`src/rtl/ctrl_sequencer_pkg.sv`:
```
// Shared constants for the control sequencer: control-bus bit positions,
// opcode classes and FSM state encodings.
package ctrl_sequencer_pkg;

    localparam int SIGNALS_SIZE_C = 5;
    localparam int OPCODE_W       = 5;

    localparam int SIG_PC_INC        = 0;
    localparam int SIG_MAR_W_EN      = 1;
    localparam int SIG_REG_RW        = 2;
    localparam int SIG_REG_SELECT_IN = 3;
    localparam int SIG_FLAGS_W_EN    = 4;

    localparam logic [1:0]          OP_ALU_CLASS = 2'b00;
    localparam logic [OPCODE_W-1:0] OP_MOVI      = 5'b01000;
    localparam logic [OPCODE_W-1:0] OP_CMP       = 5'b01001;
    localparam logic [OPCODE_W-1:0] OP_NOP       = 5'b11110;
    localparam logic [OPCODE_W-1:0] OP_HALT      = 5'b11111;

    typedef enum logic [2:0] {
        ST_IDLE   = 3'd0,
        ST_FETCH  = 3'd1,
        ST_WAIT   = 3'd2,
        ST_DECODE = 3'd3,
        ST_EXEC   = 3'd4,
        ST_HALTED = 3'd5
    } seq_state_t;

    function automatic logic is_alu_op(input logic [OPCODE_W-1:0] op);
        return op[OPCODE_W-1:OPCODE_W-2] == OP_ALU_CLASS;
    endfunction

endpackage

```
`src/rtl/ctrl_sequencer_if.sv`:
```
// Control/status bundle between the host controller (master) and the
// instruction sequencer (slave).
interface ctrl_sequencer_if #(
    parameter int SIGNALS_SIZE = 5,
    parameter int CNT_W        = 16
);
    logic                    run;
    logic                    step;
    logic                    code_w_en;
    logic [4:0]              opcode;
    logic [SIGNALS_SIZE-1:0] signals;
    logic                    pc_clr;
    logic                    busy;
    logic                    halted;
    logic                    illegal;
    logic [CNT_W-1:0]        instr_count;

    modport master (
        output run, step, code_w_en, opcode,
        input  signals, pc_clr, busy, halted, illegal, instr_count
    );

    modport slave (
        input  run, step, code_w_en, opcode,
        output signals, pc_clr, busy, halted, illegal, instr_count
    );
endinterface

```
`src/rtl/ctrl_sequencer_exec_decode.sv`:
```
// Combinational decode of the latched opcode into EXEC-cycle strobes
// plus halt/illegal classification.
module seq_exec_decode
    import ctrl_sequencer_pkg::*;
(
    input  logic [OPCODE_W-1:0] op,
    output logic                reg_rw,
    output logic                reg_select_in,
    output logic                flags_w_en,
    output logic                is_halt,
    output logic                is_illegal
);

    always_comb begin
        reg_rw        = 1'b0;
        reg_select_in = 1'b0;
        flags_w_en    = 1'b0;
        is_halt       = 1'b0;
        is_illegal    = 1'b0;
        if (is_alu_op(op)) begin
            reg_rw     = 1'b1;
            flags_w_en = 1'b1;
        end else begin
            case (op)
                OP_MOVI: begin
                    reg_rw        = 1'b1;
                    reg_select_in = 1'b1;
                end
                OP_CMP:  flags_w_en = 1'b1;
                OP_NOP:  ;
                OP_HALT: is_halt = 1'b1;
                default: is_illegal = 1'b1;
            endcase
        end
    end

endmodule

```
`src/rtl/ctrl_sequencer.sv`:
```
// Fetch/wait/decode/execute sequencer driving the datapath control bus.
// Optional single-step start is enabled by defining SEQ_STEP_EN.
module ctrl_sequencer
    import ctrl_sequencer_pkg::*;
#(
    parameter int SIGNALS_SIZE = SIGNALS_SIZE_C,
    parameter int WAIT_CYCLES  = 1,
    parameter int CNT_W        = 16
) (
    input  logic              clk,
    input  logic              rst,
    ctrl_sequencer_if.slave   bus
);

    localparam logic [2:0]       WAIT_LOAD = 3'(WAIT_CYCLES - 1);
    localparam logic [CNT_W-1:0] CNT_ONE   = {{(CNT_W-1){1'b0}}, 1'b1};

    seq_state_t              state;
    seq_state_t              state_next;
    logic [2:0]              wait_cnt;
    logic [OPCODE_W-1:0]     op_q;
    logic                    code_w_en_q;
    logic                    code_w_rise;
    logic                    start_req;
    logic                    pc_clr_q;
    logic                    illegal_q;
    logic [CNT_W-1:0]        instr_count_q;
    logic [SIGNALS_SIZE-1:0] sig;

    logic dec_reg_rw;
    logic dec_reg_select_in;
    logic dec_flags_w_en;
    logic dec_is_halt;
    logic dec_is_illegal;

    seq_exec_decode u_exec_decode (
        .op            (op_q),
        .reg_rw        (dec_reg_rw),
        .reg_select_in (dec_reg_select_in),
        .flags_w_en    (dec_flags_w_en),
        .is_halt       (dec_is_halt),
        .is_illegal    (dec_is_illegal)
    );

    assign code_w_rise = bus.code_w_en & ~code_w_en_q;

`ifdef SEQ_STEP_EN
    // A step pulse only matters in IDLE; once running, EXEC consults run alone,
    // so a step-started instruction always returns to IDLE afterwards.
    assign start_req = (bus.run | bus.step) & ~bus.code_w_en;
`else
    logic step_unused;
    assign step_unused = bus.step;
    assign start_req   = bus.run & ~bus.code_w_en;
`endif

    always_comb begin
        state_next = state;
        case (state)
            ST_IDLE:   if (start_req) state_next = ST_FETCH;
            ST_FETCH:  state_next = bus.code_w_en ? ST_IDLE : ST_WAIT;
            ST_WAIT: begin
                if (bus.code_w_en)      state_next = ST_IDLE;
                else if (wait_cnt == 3'd0) state_next = ST_DECODE;
            end
            ST_DECODE: state_next = bus.code_w_en ? ST_IDLE : ST_EXEC;
            ST_EXEC: begin
                if (bus.code_w_en)   state_next = ST_IDLE;
                else if (dec_is_halt) state_next = ST_HALTED;
                else if (bus.run)    state_next = ST_FETCH;
                else                 state_next = ST_IDLE;
            end
            ST_HALTED: state_next = ST_HALTED;
            default:   state_next = ST_IDLE;
        endcase
        // A fresh code load always restarts from IDLE, whatever was in flight.
        if (code_w_rise) state_next = ST_IDLE;
    end

    always_comb begin
        sig = '0;
        case (state)
            ST_FETCH: begin
                sig[SIG_PC_INC]   = 1'b1;
                sig[SIG_MAR_W_EN] = 1'b1;
            end
            ST_EXEC: begin
                sig[SIG_REG_RW]        = dec_reg_rw;
                sig[SIG_REG_SELECT_IN] = dec_reg_select_in;
                sig[SIG_FLAGS_W_EN]    = dec_flags_w_en;
            end
            default: ;
        endcase
    end

    always_ff @(posedge clk or posedge rst) begin
        if (rst) begin
            state         <= ST_IDLE;
            wait_cnt      <= 3'd0;
            op_q          <= '0;
            code_w_en_q   <= 1'b0;
            pc_clr_q      <= 1'b0;
            illegal_q     <= 1'b0;
            instr_count_q <= '0;
        end else begin
            state       <= state_next;
            code_w_en_q <= bus.code_w_en;
            pc_clr_q    <= code_w_rise;
            if (state == ST_FETCH)
                wait_cnt <= WAIT_LOAD;
            else if (state == ST_WAIT && wait_cnt != 3'd0)
                wait_cnt <= wait_cnt - 3'd1;
            if (state == ST_DECODE)
                op_q <= bus.opcode;
            // EXEC is committed once entered, even if a code load arrives now.
            if (state == ST_EXEC) begin
                if (instr_count_q != '1)
                    instr_count_q <= instr_count_q + CNT_ONE;
                if (dec_is_illegal)
                    illegal_q <= 1'b1;
            end
        end
    end

    assign bus.signals     = sig;
    assign bus.pc_clr      = pc_clr_q;
    assign bus.busy        = (state != ST_IDLE) && (state != ST_HALTED);
    assign bus.halted      = (state == ST_HALTED);
    assign bus.illegal     = illegal_q;
    assign bus.instr_count = instr_count_q;

endmodule

```
`src/flat_wrapper.sv`:
```
// flat-port wrapper written by rule: the top's interface ports become plain ports
module ctrl_sequencer_flat import ctrl_sequencer_pkg::*;
#(
    parameter int SIGNALS_SIZE = SIGNALS_SIZE_C,
    parameter int WAIT_CYCLES  = 1,
    parameter int CNT_W        = 16
)
  (clk, rst, bus_run, bus_step, bus_code_w_en, bus_opcode, bus_signals, bus_pc_clr, bus_busy, bus_halted, bus_illegal, bus_instr_count);
  ctrl_sequencer_if #(.SIGNALS_SIZE(SIGNALS_SIZE), .CNT_W(CNT_W)) bus_i ();
  input  logic clk;
  input  logic rst;
  input wire logic [$bits(bus_i.run)-1:0] bus_run;
  input wire logic [$bits(bus_i.step)-1:0] bus_step;
  input wire logic [$bits(bus_i.code_w_en)-1:0] bus_code_w_en;
  input wire logic [$bits(bus_i.opcode)-1:0] bus_opcode;
  output wire logic [$bits(bus_i.signals)-1:0] bus_signals;
  output wire logic [$bits(bus_i.pc_clr)-1:0] bus_pc_clr;
  output wire logic [$bits(bus_i.busy)-1:0] bus_busy;
  output wire logic [$bits(bus_i.halted)-1:0] bus_halted;
  output wire logic [$bits(bus_i.illegal)-1:0] bus_illegal;
  output wire logic [$bits(bus_i.instr_count)-1:0] bus_instr_count;
  assign bus_i.run = bus_run;
  assign bus_i.step = bus_step;
  assign bus_i.code_w_en = bus_code_w_en;
  assign bus_i.opcode = bus_opcode;
  assign bus_signals = bus_i.signals;
  assign bus_pc_clr = bus_i.pc_clr;
  assign bus_busy = bus_i.busy;
  assign bus_halted = bus_i.halted;
  assign bus_illegal = bus_i.illegal;
  assign bus_instr_count = bus_i.instr_count;
  ctrl_sequencer #(.SIGNALS_SIZE(SIGNALS_SIZE), .WAIT_CYCLES(WAIT_CYCLES), .CNT_W(CNT_W)) u_core (.clk(clk), .rst(rst), .bus(bus_i));
endmodule
```
`config.mk`:
```
export PLATFORM = sky130hd
export DESIGN_NAME = ctrl_sequencer_flat
export DESIGN_NICKNAME = d
export VERILOG_FILES = /design/src/rtl/ctrl_sequencer_pkg.sv /design/src/rtl/ctrl_sequencer_if.sv /design/src/rtl/ctrl_sequencer_exec_decode.sv /design/src/rtl/ctrl_sequencer.sv /design/src/flat_wrapper.sv
export SDC_FILE = /design/constraint.sdc
export NUM_CORES = 1
export LEC_CHECK = 0
export BUFFER_PORTS_ARGS = -buffer_cell sky130_fd_sc_hd__clkbuf_2
export CAP_MARGIN = 20
export CORE_UTILIZATION = 35
export DETAILED_ROUTE_END_ITERATION = 10
export GPL_ROUTABILITY_DRIVEN = 0
export PLACE_DENSITY = 0.62
export SLEW_MARGIN = 20
export SYNTH_ARGS = -nofsm -noshare
export SYNTH_HDL_FRONTEND = slang
export SYNTH_HIERARCHICAL = 1
export SYNTH_SLANG_ARGS = --single-unit
```
`constraint.sdc`:
```
create_clock -name clk -period 1.7 [get_ports clk]
set_input_delay 0.34 -clock clk [delete_from_list [all_inputs] [get_ports clk]]
set_output_delay 0.34 -clock clk [all_outputs]
set_load 0.01 [all_outputs]
```
==> impl_results.md <==
- DPL Wire Length: 2244 um
- Pwr dens: 1169 nW/um^2
- Synth Cell Area: 1638 sq um
- Unrepaired setup endpoints after global routing: yes
- Outcome: finished, violations left
- Crit start category: register
- Met1 WL: 1618 um
- Slew margin rel.: 0.7467
- Worst path slowest cell: or3_4
- Worst VDD drop: 0.7493 mV
- Worst Path Required: 1360 ps
- Critical Path AT: 1480 ps
- # DRC: 0
- Mean Syn Cell Area: 10.37 sq um
- Yosys warns: 6
- Fraction of layout cells with a size suffix above 1: 0.3366
- Core Box Area: 4414 sq um
- First-pass GRT wire length: 5492 um
- Violated checks: setup timing
- Die area: 4957 sq um
- CTS root buf: clkbuf_8
- Nets: 217
- 1st-iter DRT viols: 50
- Max-Cap Viols: 0
- Final period util: 1.072
- Max stage delay on crit path: 410 ps
- Simple-gate portion of the synthesized area: 0.2643
- Netlist cell types: 38
- Setup crit end kind: output pin
- TritonCTS Sinks: 30
- Complex-gate fraction of the synthesized area: 0.08862
- Starting density of the core: 0.3710
- Die Width: 70.41 um
- # port buffers: 33
- Synth Area in Adders: 0.02292
- Post-route minimum period: 1822 ps
- Fin util: 0.4634
- Synthesized flop and latch total: 30
- CP Max Fanout: 4
- Total number of vias: 1,294
- Die height: 70.41 um
- Routed WL per cell: 12.43 um
- CP bufs+invs: 1
- Sequential share of the synthesized area: 0.4584
- Fmax: 548.8 MHz
- Slew @ Worst Pin: 379.9 ps
- Grt ovf: 0
- Antenna-violating nets left: 0
- CP Class: reg2out
- Layout area overhead: 24.90%
- Total track usage: 0.1396
- CP cell instances: or3_4 -> nor3b_2 -> and2_1 -> buf_2
- Via density: 5.035
- Pre-antenna DRT Iters: 4
- Vias in the first global route: 1,182
- Setup violations, final: 3
- Placement Rows: 24
- Final worst setup slack: -122.2 ps
- Clk_lat worst skew: 280 ps
- Post-Synthesis Cells: 158
- Synth Area in XOR/XNOR: 0.07487
- Delay-heaviest family, CP: simple AND/OR/NAND/NOR gates
- Total chip power: 0.002391 W
- Ports: 35
- Fin Setup TNS: -280.3 ps
- Lkg Pwr: 1.033 nW
- Uppermost routed layer: met4
- Pin count of the biggest net entering global routing: 31
- Final WL: 3194 um
- CTS tree: yes
- Final Hold Vio Count: 0
- Type of the worst min-delay path: in2async
- Initial antenna violation count: 0
- FILL cells: 429
- CTS H-tree lvls: 2
- Met2 wire len: 1373 um
- Pins Over Slew Limit: 0
- Metal3 WL: 157 um
- CTS Buf Count: 5
- Clock Path Buffers: 2
- # diodes: 0
- Clock-pin slew on the worst setup and hold paths: 70 ps
- Final Skew: 2.693 ps
- Post-synth net total: 171
- Combinational family with the most area after synthesis: simple AND/OR/NAND/NOR gates
- Multiplexer area fraction after synthesis: 0.05730
==> cells in the mapped netlist <==
cell type  instances  area share
a21boi_1           1      0.0046
a21o_1             2      0.0092
a21oi_1            5       0.015
a22o_1             3       0.016
and2_1             4       0.015
and2_4             1      0.0053
and3_1             4       0.015
and4_1             3       0.016
buf_2              2      0.0061
buf_4              2      0.0092
clkbuf_1           1      0.0023
dfrtp_1           30        0.46
ha_1               3       0.023
inv_1              7       0.016
mux2_1             1      0.0069
mux2_2             6       0.041
mux2_4             1      0.0092
nand2_1           12       0.027
nand2b_1           2      0.0076
nand3_1            2      0.0061
nand3b_1           2      0.0092
nand4_1           10       0.038
nand4_2            2       0.015
nor2_1             9       0.021
nor2b_1            3       0.011
nor3_1             6       0.018
nor3_2             2       0.012
nor3b_1            1      0.0046
nor3b_2            2       0.015
nor4_4             1       0.013
o21a_1             2      0.0092
o21ai_0            4       0.012
o21bai_1           4       0.018
o22ai_1            1      0.0038
or3_1              2      0.0076
or3b_1             1      0.0053
xnor2_1            6       0.032
xor2_1             8       0.043
==> worst register-to-register path, stage by stage, from the launching register on <==
cell and delay, ps:
dfrtp_1 430, ha_1 200, and3_1 190, nand4_2 170
and2_4 210, mux2_4 280
==> cells in the final DEF (no fill, tap or decap), types with 3 or more instances in the layout <==
cell type	count
o21ai_0	4
a22o_1	3
buf_4	11
xnor2_1	6
nor2b_1	3
dfrtp_1	30
a21oi_1	4
xor2_1	8
inv_1	7
clkbuf_8	5
clkbuf_2	32
o21bai_1	4
nand4_1	10
nor3_1	6
mux2_2	6
ha_1	3
and4_1	3
nand2_1	12
nor2_1	9
and3_1	4
and2_1	4
==> power breakdown <==
part	switching, W	internal (W)
Sequential	0.000130	0.000836
Combinational	0.000335	0.000381
Clock	0.000278	0.000431
==> cell type report <==
class	count	area [sq um]	area share
Sequential cell	30	750.7	0.3670
Clock buffer	5	68.82	0.03364
Tap cell	52	65.06	0.03180
Timing Repair Buffer	44	247.7	0.1211
Multi-Input combinational cell	116	847.1	0.4141
Inverter	7	26.28	0.01284
Clock inverter	3	40.04	0.01957
==> per-stage QoR <==
stage,area (sq um),hold slack (ps),std cells,worst slack [ps]
2_1_floorplan,1638,371.4,158,112.9
3_3_place_gp,1899,404.5,246,95.46
3_5_place_dp,1899,405.1,246,78.36
4_1_cts,2042,118.0,257,-139.4
5_1_grt,2046,140.3,257,-178.6
6_report,2046,105.2,257,-122.2
==> kinds of logic (layout without fill, tap and decap cells) <==
family          after synthesis  in the layout
mux                           8              8
flops                        30             30
compound gates               22             22
simple gates                 69             69
buf+inv                      12             59
fa+ha+maj                     3              3
xor+xnor                     14             14
==> repair_timing <==
item,in CTS,in global routing
hold buffers,0,0
buffers inserted,3,0
pin swaps,5,0
setup endpoints to repair,3,3
gates resized for setup,2,2
==> worst paths after layout <==
path / from / to / slack, ps / cells past startpoint
min: rst / u_core/bus.instr_count[7] / 110 / 3
max: u_core/op_q[1] / bus_signals[3] / -120 / 4
min in group clk: bus_code_w_en / u_core/code_w_en_q / 260 / 1
min reg2reg: u_core/code_w_en_q / u_core/bus.pc_clr / 410 / 1
max in group asynchronous: rst / u_core/op_q[2] / 1320 / 3
max reg2reg: u_core/bus.instr_count[1] / u_core/bus.instr_count[1] / 100 / 5
==> metal layers <==
metal | GRT usage | vias up
met1 | 0.1969 | 599
met2 | 0.2011 | 35
met3 | 0.03896 | 6
li1 | - | 654
met4 | 0.05333 | 0
met5 | 0 | -
==> sequential cells by signal, summed over array words and instances (netlist names) <==
register                count
u_core/bus.pc_clr           1
u_core/code_w_en_q          1
u_core/bus.instr_count     16
u_core/wait_cnt             3
u_core/state                3
u_core/bus.illegal          1
u_core/op_q                 5
Note: power is estimated with default switching activity, not from simulation.
